[src/rtl/run_mon_pkg.sv]
// run_mon_pkg: shared types and constants for the CPU run monitor.
package run_mon_pkg;

  typedef enum logic [1:0] {
    IDLE = 2'd0,
    RUN  = 2'd1,
    DONE = 2'd2
  } state_e;

  typedef enum logic [1:0] {
    HC_NONE      = 2'd0,
    HC_PC_END    = 2'd1,
    HC_SELF_LOOP = 2'd2,
    HC_TIMEOUT   = 2'd3
  } halt_cause_e;

  // Architectural zero register; writes to it are never traced.
  localparam logic [4:0] XZR_IDX = 5'd31;

endpackage

[src/rtl/cpu_run_monitor_trace_fifo.sv]
// trace_fifo: synchronous show-ahead FIFO with flush; DEPTH must be a power of 2 (>=2).
module trace_fifo #(
  parameter int unsigned DEPTH = 16,
  parameter int unsigned WIDTH = 69
) (
  input  logic             clk,
  input  logic             rst_n,
  input  logic             i_flush,
  input  logic             i_push,
  input  logic [WIDTH-1:0] i_data,
  input  logic             i_pop,
  output logic [WIDTH-1:0] o_data,
  output logic             o_full,
  output logic             o_empty
);

  localparam int unsigned AW = $clog2(DEPTH);

  logic [WIDTH-1:0] r_mem [DEPTH];
  logic [AW:0]      r_wr_ptr;
  logic [AW:0]      r_rd_ptr;
  logic             w_do_push;
  logic             w_do_pop;

  assign o_empty   = (r_wr_ptr == r_rd_ptr);
  assign o_full    = (r_wr_ptr[AW] != r_rd_ptr[AW]) &&
                     (r_wr_ptr[AW-1:0] == r_rd_ptr[AW-1:0]);
  // A pop on an empty FIFO is ignored; a push into a full FIFO only lands if a pop frees the slot.
  assign w_do_pop  = i_pop && !o_empty;
  assign w_do_push = i_push && (!o_full || w_do_pop);
  assign o_data    = r_mem[r_rd_ptr[AW-1:0]];

  // Pointer update; flush takes priority over any push/pop in the same cycle.
  always_ff @(posedge clk or negedge rst_n) begin
    if (!rst_n) begin
      r_wr_ptr <= '0;
      r_rd_ptr <= '0;
    end else if (i_flush) begin
      r_wr_ptr <= '0;
      r_rd_ptr <= '0;
    end else begin
      if (w_do_push) r_wr_ptr <= r_wr_ptr + (AW+1)'(1);
      if (w_do_pop)  r_rd_ptr <= r_rd_ptr + (AW+1)'(1);
    end
  end

  // Storage write; contents need no reset since the pointers gate visibility.
  always_ff @(posedge clk) begin
    if (w_do_push && !i_flush) r_mem[r_wr_ptr[AW-1:0]] <= i_data;
  end

endmodule

[src/rtl/cpu_run_monitor.sv]
// cpu_run_monitor: gates CPU stepping, counts cycles/stores, detects end of program.
// Define RUN_MON_TRACE_EN to build the register write-back trace FIFO.
module cpu_run_monitor
  import run_mon_pkg::*;
#(
  parameter int unsigned PC_W        = 64,
  parameter int unsigned DATA_W      = 64,
  parameter int unsigned IMEM_WORDS  = 64,
  parameter int unsigned SELF_LOOP_N = 2,
  parameter int unsigned TIMEOUT     = 1000,
  parameter int unsigned CNT_W       = 32,
  parameter int unsigned TRACE_DEPTH = 16
) (
  input  logic              clk,
  input  logic              rst_n,
  input  logic              i_run_req,
  input  logic [PC_W-1:0]   i_pc,
  input  logic              i_reg_write,
  input  logic [4:0]        i_write_reg,
  input  logic [DATA_W-1:0] i_write_data,
  input  logic              i_mem_write,
  output logic              o_cpu_en,
  output logic              o_running,
  output logic              o_done,
  output logic [1:0]        o_halt_cause,
  output logic [CNT_W-1:0]  o_cycle_cnt,
  output logic [CNT_W-1:0]  o_store_cnt,
  input  logic              i_trace_pop,
  output logic              o_trace_valid,
  output logic [DATA_W+4:0] o_trace_data,
  output logic              o_trace_ovf
);

  localparam logic [PC_W-1:0]  PC_END   = PC_W'(IMEM_WORDS * 4);
  localparam logic [CNT_W-1:0] SL_LAST  = CNT_W'(SELF_LOOP_N - 1);
  localparam logic [CNT_W-1:0] TMO_LAST = CNT_W'(TIMEOUT - 1);
  localparam logic [CNT_W-1:0] CNT_MAX  = '1;

  state_e            r_state;
  halt_cause_e       r_cause;
  logic [CNT_W-1:0]  r_cycle_cnt;
  logic [CNT_W-1:0]  r_store_cnt;
  logic [CNT_W-1:0]  r_sl_cnt;
  logic [PC_W-1:0]   r_last_pc;
  logic              r_first;

  logic              w_in_run;
  logic              w_start;
  logic              w_pc_match;
  halt_cause_e       w_cause;
  logic [CNT_W-1:0]  w_cycle_inc;
  logic [CNT_W-1:0]  w_store_inc;
  logic [CNT_W-1:0]  w_sl_inc;

  assign w_in_run    = (r_state == RUN);
  assign w_start     = i_run_req && !w_in_run;
  // The first RUN cycle has no valid previous PC to compare against.
  assign w_pc_match  = !r_first && (i_pc == r_last_pc);
  assign w_cycle_inc = (r_cycle_cnt == CNT_MAX) ? r_cycle_cnt : r_cycle_cnt + CNT_W'(1);
  assign w_store_inc = (r_store_cnt == CNT_MAX) ? r_store_cnt : r_store_cnt + CNT_W'(1);
  assign w_sl_inc    = (r_sl_cnt == CNT_MAX) ? r_sl_cnt : r_sl_cnt + CNT_W'(1);

  // Halt detection with fixed priority: pc_end, then self_loop, then timeout.
  always_comb begin
    w_cause = HC_NONE;
    if (i_pc >= PC_END)                       w_cause = HC_PC_END;
    else if (w_pc_match && r_sl_cnt == SL_LAST) w_cause = HC_SELF_LOOP;
    else if (r_cycle_cnt == TMO_LAST)         w_cause = HC_TIMEOUT;
  end

  // Run FSM with counters; counters clear on RUN entry and hold outside RUN.
  always_ff @(posedge clk or negedge rst_n) begin
    if (!rst_n) begin
      r_state     <= IDLE;
      r_cause     <= HC_NONE;
      r_cycle_cnt <= '0;
      r_store_cnt <= '0;
      r_sl_cnt    <= '0;
      r_last_pc   <= '0;
      r_first     <= 1'b1;
    end else begin
      case (r_state)
        IDLE, DONE: begin
          if (i_run_req) begin
            r_state     <= RUN;
            r_cause     <= HC_NONE;
            r_cycle_cnt <= '0;
            r_store_cnt <= '0;
            r_sl_cnt    <= '0;
            r_first     <= 1'b1;
          end
        end
        RUN: begin
          r_cycle_cnt <= w_cycle_inc;
          if (i_mem_write) r_store_cnt <= w_store_inc;
          r_last_pc <= i_pc;
          r_first   <= 1'b0;
          r_sl_cnt  <= w_pc_match ? w_sl_inc : '0;
          if (w_cause != HC_NONE) begin
            r_state <= DONE;
            r_cause <= w_cause;
          end
        end
        default: r_state <= IDLE;
      endcase
    end
  end

  assign o_cpu_en     = w_in_run;
  assign o_running    = w_in_run;
  assign o_done       = (r_state == DONE);
  assign o_halt_cause = r_cause;
  assign o_cycle_cnt  = r_cycle_cnt;
  assign o_store_cnt  = r_store_cnt;

`ifdef RUN_MON_TRACE_EN
  logic w_push;
  logic w_full;
  logic w_empty;
  logic r_ovf;

  assign w_push = w_in_run && i_reg_write && (i_write_reg != XZR_IDX);

  trace_fifo #(
    .DEPTH (TRACE_DEPTH),
    .WIDTH (DATA_W + 5)
  ) u_trace_fifo (
    .clk     (clk),
    .rst_n   (rst_n),
    .i_flush (w_start),
    .i_push  (w_push),
    .i_data  ({i_write_reg, i_write_data}),
    .i_pop   (i_trace_pop),
    .o_data  (o_trace_data),
    .o_full  (w_full),
    .o_empty (w_empty)
  );

  // Sticky overflow: a push was lost because the FIFO was full with no pop.
  always_ff @(posedge clk or negedge rst_n) begin
    if (!rst_n)                                r_ovf <= 1'b0;
    else if (w_start)                          r_ovf <= 1'b0;
    else if (w_push && w_full && !i_trace_pop) r_ovf <= 1'b1;
  end

  assign o_trace_valid = !w_empty;
  assign o_trace_ovf   = r_ovf;
`else
  logic w_unused;

  assign w_unused      = ^{i_trace_pop, i_reg_write, i_write_reg, i_write_data,
                           w_start, (TRACE_DEPTH != 0)};
  assign o_trace_valid = 1'b0;
  assign o_trace_data  = '0;
  assign o_trace_ovf   = 1'b0;
`endif

endmodule

[config.mk]
export PLATFORM = sky130hd
export DESIGN_NAME = cpu_run_monitor
export DESIGN_NICKNAME = d
export VERILOG_FILES = /design/src/rtl/run_mon_pkg.sv /design/src/rtl/cpu_run_monitor_trace_fifo.sv /design/src/rtl/cpu_run_monitor.sv
export SDC_FILE = /design/constraint.sdc
export NUM_CORES = 1
export LEC_CHECK = 0
export CORE_MARGIN = 2
export CORE_UTILIZATION = 58
export DETAILED_ROUTE_END_ITERATION = 16
export DONT_BUFFER_PORTS = 1
export PLACE_DENSITY = 0.84
export SLEW_MARGIN = 20
export SYNTH_ARGS = -nofsm -noshare
export SYNTH_HDL_FRONTEND = slang
export SYNTH_HIERARCHICAL = 1
export SYNTH_SLANG_ARGS = --single-unit
[constraint.sdc]
create_clock -name clk -period 2.17 [get_ports clk]
set_input_delay 0.5425 -clock clk [delete_from_list [all_inputs] [get_ports clk]]
set_output_delay 0.5425 -clock clk [all_outputs]
set_load 0.02 [all_outputs]
==> results.json, run 1 <==
{
  "routabilityCongestion": 0.946,
  "synth_edf_count": 0,
  "violations": "hold timing, setup timing",
  "finClkSkew_ns": 0.0130,
  "vdd_ir_drop_max_v": 0.000593,
  "fin_crit_sh_pct": 122,
  "die_w_um": 132,
  "period_minus_slack_ns": 2.64,
  "power_density_nw_per_um2": 679,
  "grt.total_usage_pct": 31.4,
  "dieArea_um2": 17500,
  "drt-wirelength-per-cell_um": 19.7,
  "antenna_found_initial": 1,
  "numCtsBuffers": 17,
  "syn-mean-instance-area_um2": 8.57,
  "h-tree-depth": 4,
  "worst_pin_slew_ns": 0.576,
  "first_global_vias": 8872,
  "rsz0062_at_grt": "yes",
  "clock-root-buffer": "clkbuf_16",
  "clk_latency_ns": 0.44,
  "syn_inst": 1116,
  "dr_total_vias": 9251,
  "fin_nets": 1422,
  "path_class": "reg2reg",
  "overflow": 0,
  "fp-row-count": 46,
  "grt_max_degree": 166,
  "finalCoreUtilization_pct": 74.8,
  "dr.first_iter.drc_count": 1118,
  "setup_viol": 68,
  "synth_seq_cells": 165,
  "mostFrequentLayoutCell": "nand2_1",
  "yosysSeqAreaShare_pct": 43.2,
  "syn_area_um2": 9560,
  "ant_nets": 0,
  "die_y_um": 132,
  "diodes": 0,
  "status": "finished, violations left",
  "io_pins": 279,
  "hold_viol_final": 164,
  "final_max_slew_viol_count": 0,
  "ys_types": 63,
  "grt_pass1_wl_mm": 44.2,
  "port_buffers": 0,
  "clk_pin_slew_ns": 0.07,
  "fmax_ghz": 0.378,
  "cp.arrival_ns": 2.99,
  "endpoint_kind": "register",
  "path_max_fanout": 8,
  "worst_hold_slack_ns": -0.196,
  "cts_tree": "built",
  "synthArstFlopShare_pct": 100,
  "setup_slack_ns": -0.473,
  "viasPerCell": 6.13,
  "p_leak_nw": 5.48,
  "maxSlewHeadroom_pct": 61.6,
  "yosysWarnings": 6,
  "initial_core_util_pct": 59.8,
  "cts_sinks": 165,
  "hold_class": "in2async",
  "dp.final_hpwl_mm": 18.4,
  "power.total_mw": 8.13,
  "route.detailed.drc": 0,
  "coreArea_um2": 16000,
  "crit_path_start_kind": "register",
  "clockBufferDepth": 2,
  "postRouteWirelength_mm": 29.7,
  "final_cell_mix": "nand2_1 (231), buf_4 (165), dfrtp_1 (143), nor2_1 (82), conb_1 (71)",
  "drive_gt1_share_pct": 25.7,
  "synth_ff_type": "dfrtp_1",
  "critPathRequiredTime_ns": 2.52,
  "syn_to_final_growth_pct": 25.2,
  "dr.pass1.iters": 9,
  "max_cap_violations": 0
}
==> synth_stat cells, drive strengths merged (9+ instances only) <==
library cell	number	area, um2
a21oi	32	190
a31oi	9	56.3
and2	12	75.1
and3	15	93.8
and4	10	87.6
buf	85	634
clkbuf	24	90.1
dfrtp	164	4100
inv	28	105
nand2	238	893
nand2b	28	175
nand3	45	225
nand4	45	288
nor2	87	329
nor2b	12	75.1
nor3	19	106
nor4	50	328
o21ai	45	244
or3	12	75.1
or4	12	97.6
xnor2	34	298
xor2	62	543
==> power breakdown <==
part	total [mW]	switching, mW	internal [mW]
registers	3.57	0.207	3.36
logic	1.38	0.842	0.542
clock network	3.18	1.49	1.69
==> sequential cells by signal, indices dropped and copies added, names as in the netlist <==
name          cells
o_store_cnt      32
r_sl_cnt         32
o_cycle_cnt      32
o_halt_cause      2
r_first           1
r_last_pc        64
r_state           2
==> cells by family (layout without fill, tap and decap cells) <==
family,count (synthesis),in the layout,share of synthesized area (%)
xor gates and xnor gates,96,96,8.79
adders and majority gates,4,4,0.523
AOI/OAI and AO/OA,109,109,7.26
DFF,165,165,43.2
and+or+nand+nor,600,600,31.1
other,1,71,0.0392
buffers and inverters,137,243,8.67
muxes,4,4,0.432
==> critical path, stage by stage (launching register included) <==
cell and delay [ns]:
dfrtp_1 0.36, ha_1 0.22, and2_1 0.30, nand4_2 0.14, nor4b_1 0.40, buf_4 0.19, nand4_1 0.07, buf_4 0.17
o21ai_4 0.17, buf_12 0.14, clkbuf_16 0.15, o31ai_1 0.08, a21oi_1 0.16
==> what timing repair did <==
item                                    in CTS  in global routing
cloned                                       1                  3
buffers inserted                             4                  6
endpoints found under the hold margin      165                164
pin swaps                                   27                 41
resized for setup                           37                 56
endpoints found under the setup margin      61                 71
==> stage by stage <==
| step | setup slack (ns) | hold slack [ns] | setup TNS [ns] | area, um2 | instances |
|---|---|---|---|---|---|
| final | -0.473 | -0.196 | -17.57 | 12000 | 1508 |
| after global routing | -0.534 | -0.208 | -22.34 | 12000 | 1508 |
| after detailed placement | -0.655 | 0.256 | -21.56 | 10800 | 1464 |
| after global placement | -0.636 | 0.258 | -20.24 | 10800 | 1464 |
| after CTS | -0.326 | -0.206 | -9.88 | 11600 | 1499 |
| after floorplan | -0.223 | 0.247 | -6.07 | 9920 | 1186 |
==> final cells by class <==
| cell class | count | area, um2 |
|---|---|---|
| clock inverters | 14 | 175 |
| fillers | 1053 | 4030 |
| repair buffers | 183 | 1520 |
| well taps | 216 | 270 |
| inverters | 28 | 105 |
| flip-flops and latches | 165 | 4160 |
| clock buffers | 18 | 439 |
| multi-input cells | 884 | 5300 |
==> path summary, 6_finish.rpt <==
path                              from        endpoint  slack [ns]  cells past startpoint
setup reg to reg           r_sl_cnt[0]    r_sl_cnt[18]       -0.47                     12
max in group asynchronous        rst_n  o_cycle_cnt[8]        1.92                      0
setup / recovery           r_sl_cnt[0]    r_sl_cnt[18]       -0.47                     12
hold / removal                   rst_n    r_sl_cnt[21]       -0.20                      0
min in group clk              i_pc[36]   r_last_pc[36]        0.20                      2
hold reg to reg                r_first         r_first        0.49                      2
==> layer usage <==
metal / vias up / track usage, % / wire length (um)
met2: 614 / 51.7 / 14400
met4: 2 / 14.9 / 1560
met1: 4439 / 37.7 / 10700
li1: 4031 / - / -
met3: 165 / 9.85 / 2970
met5: - / 0 / 14
Power figures use the tool's default switching activity.
==> run 2, diff against run 1 <==
Settings changed: SLEW_MARGIN 20 to unset, SYNTH_HIERARCHICAL 1 to unset.
==> results of run 2 <==
Final layout, timing and power as in run 1 (identical DEF).
Among the figures that moved: Yosys warning count 6 -> 0
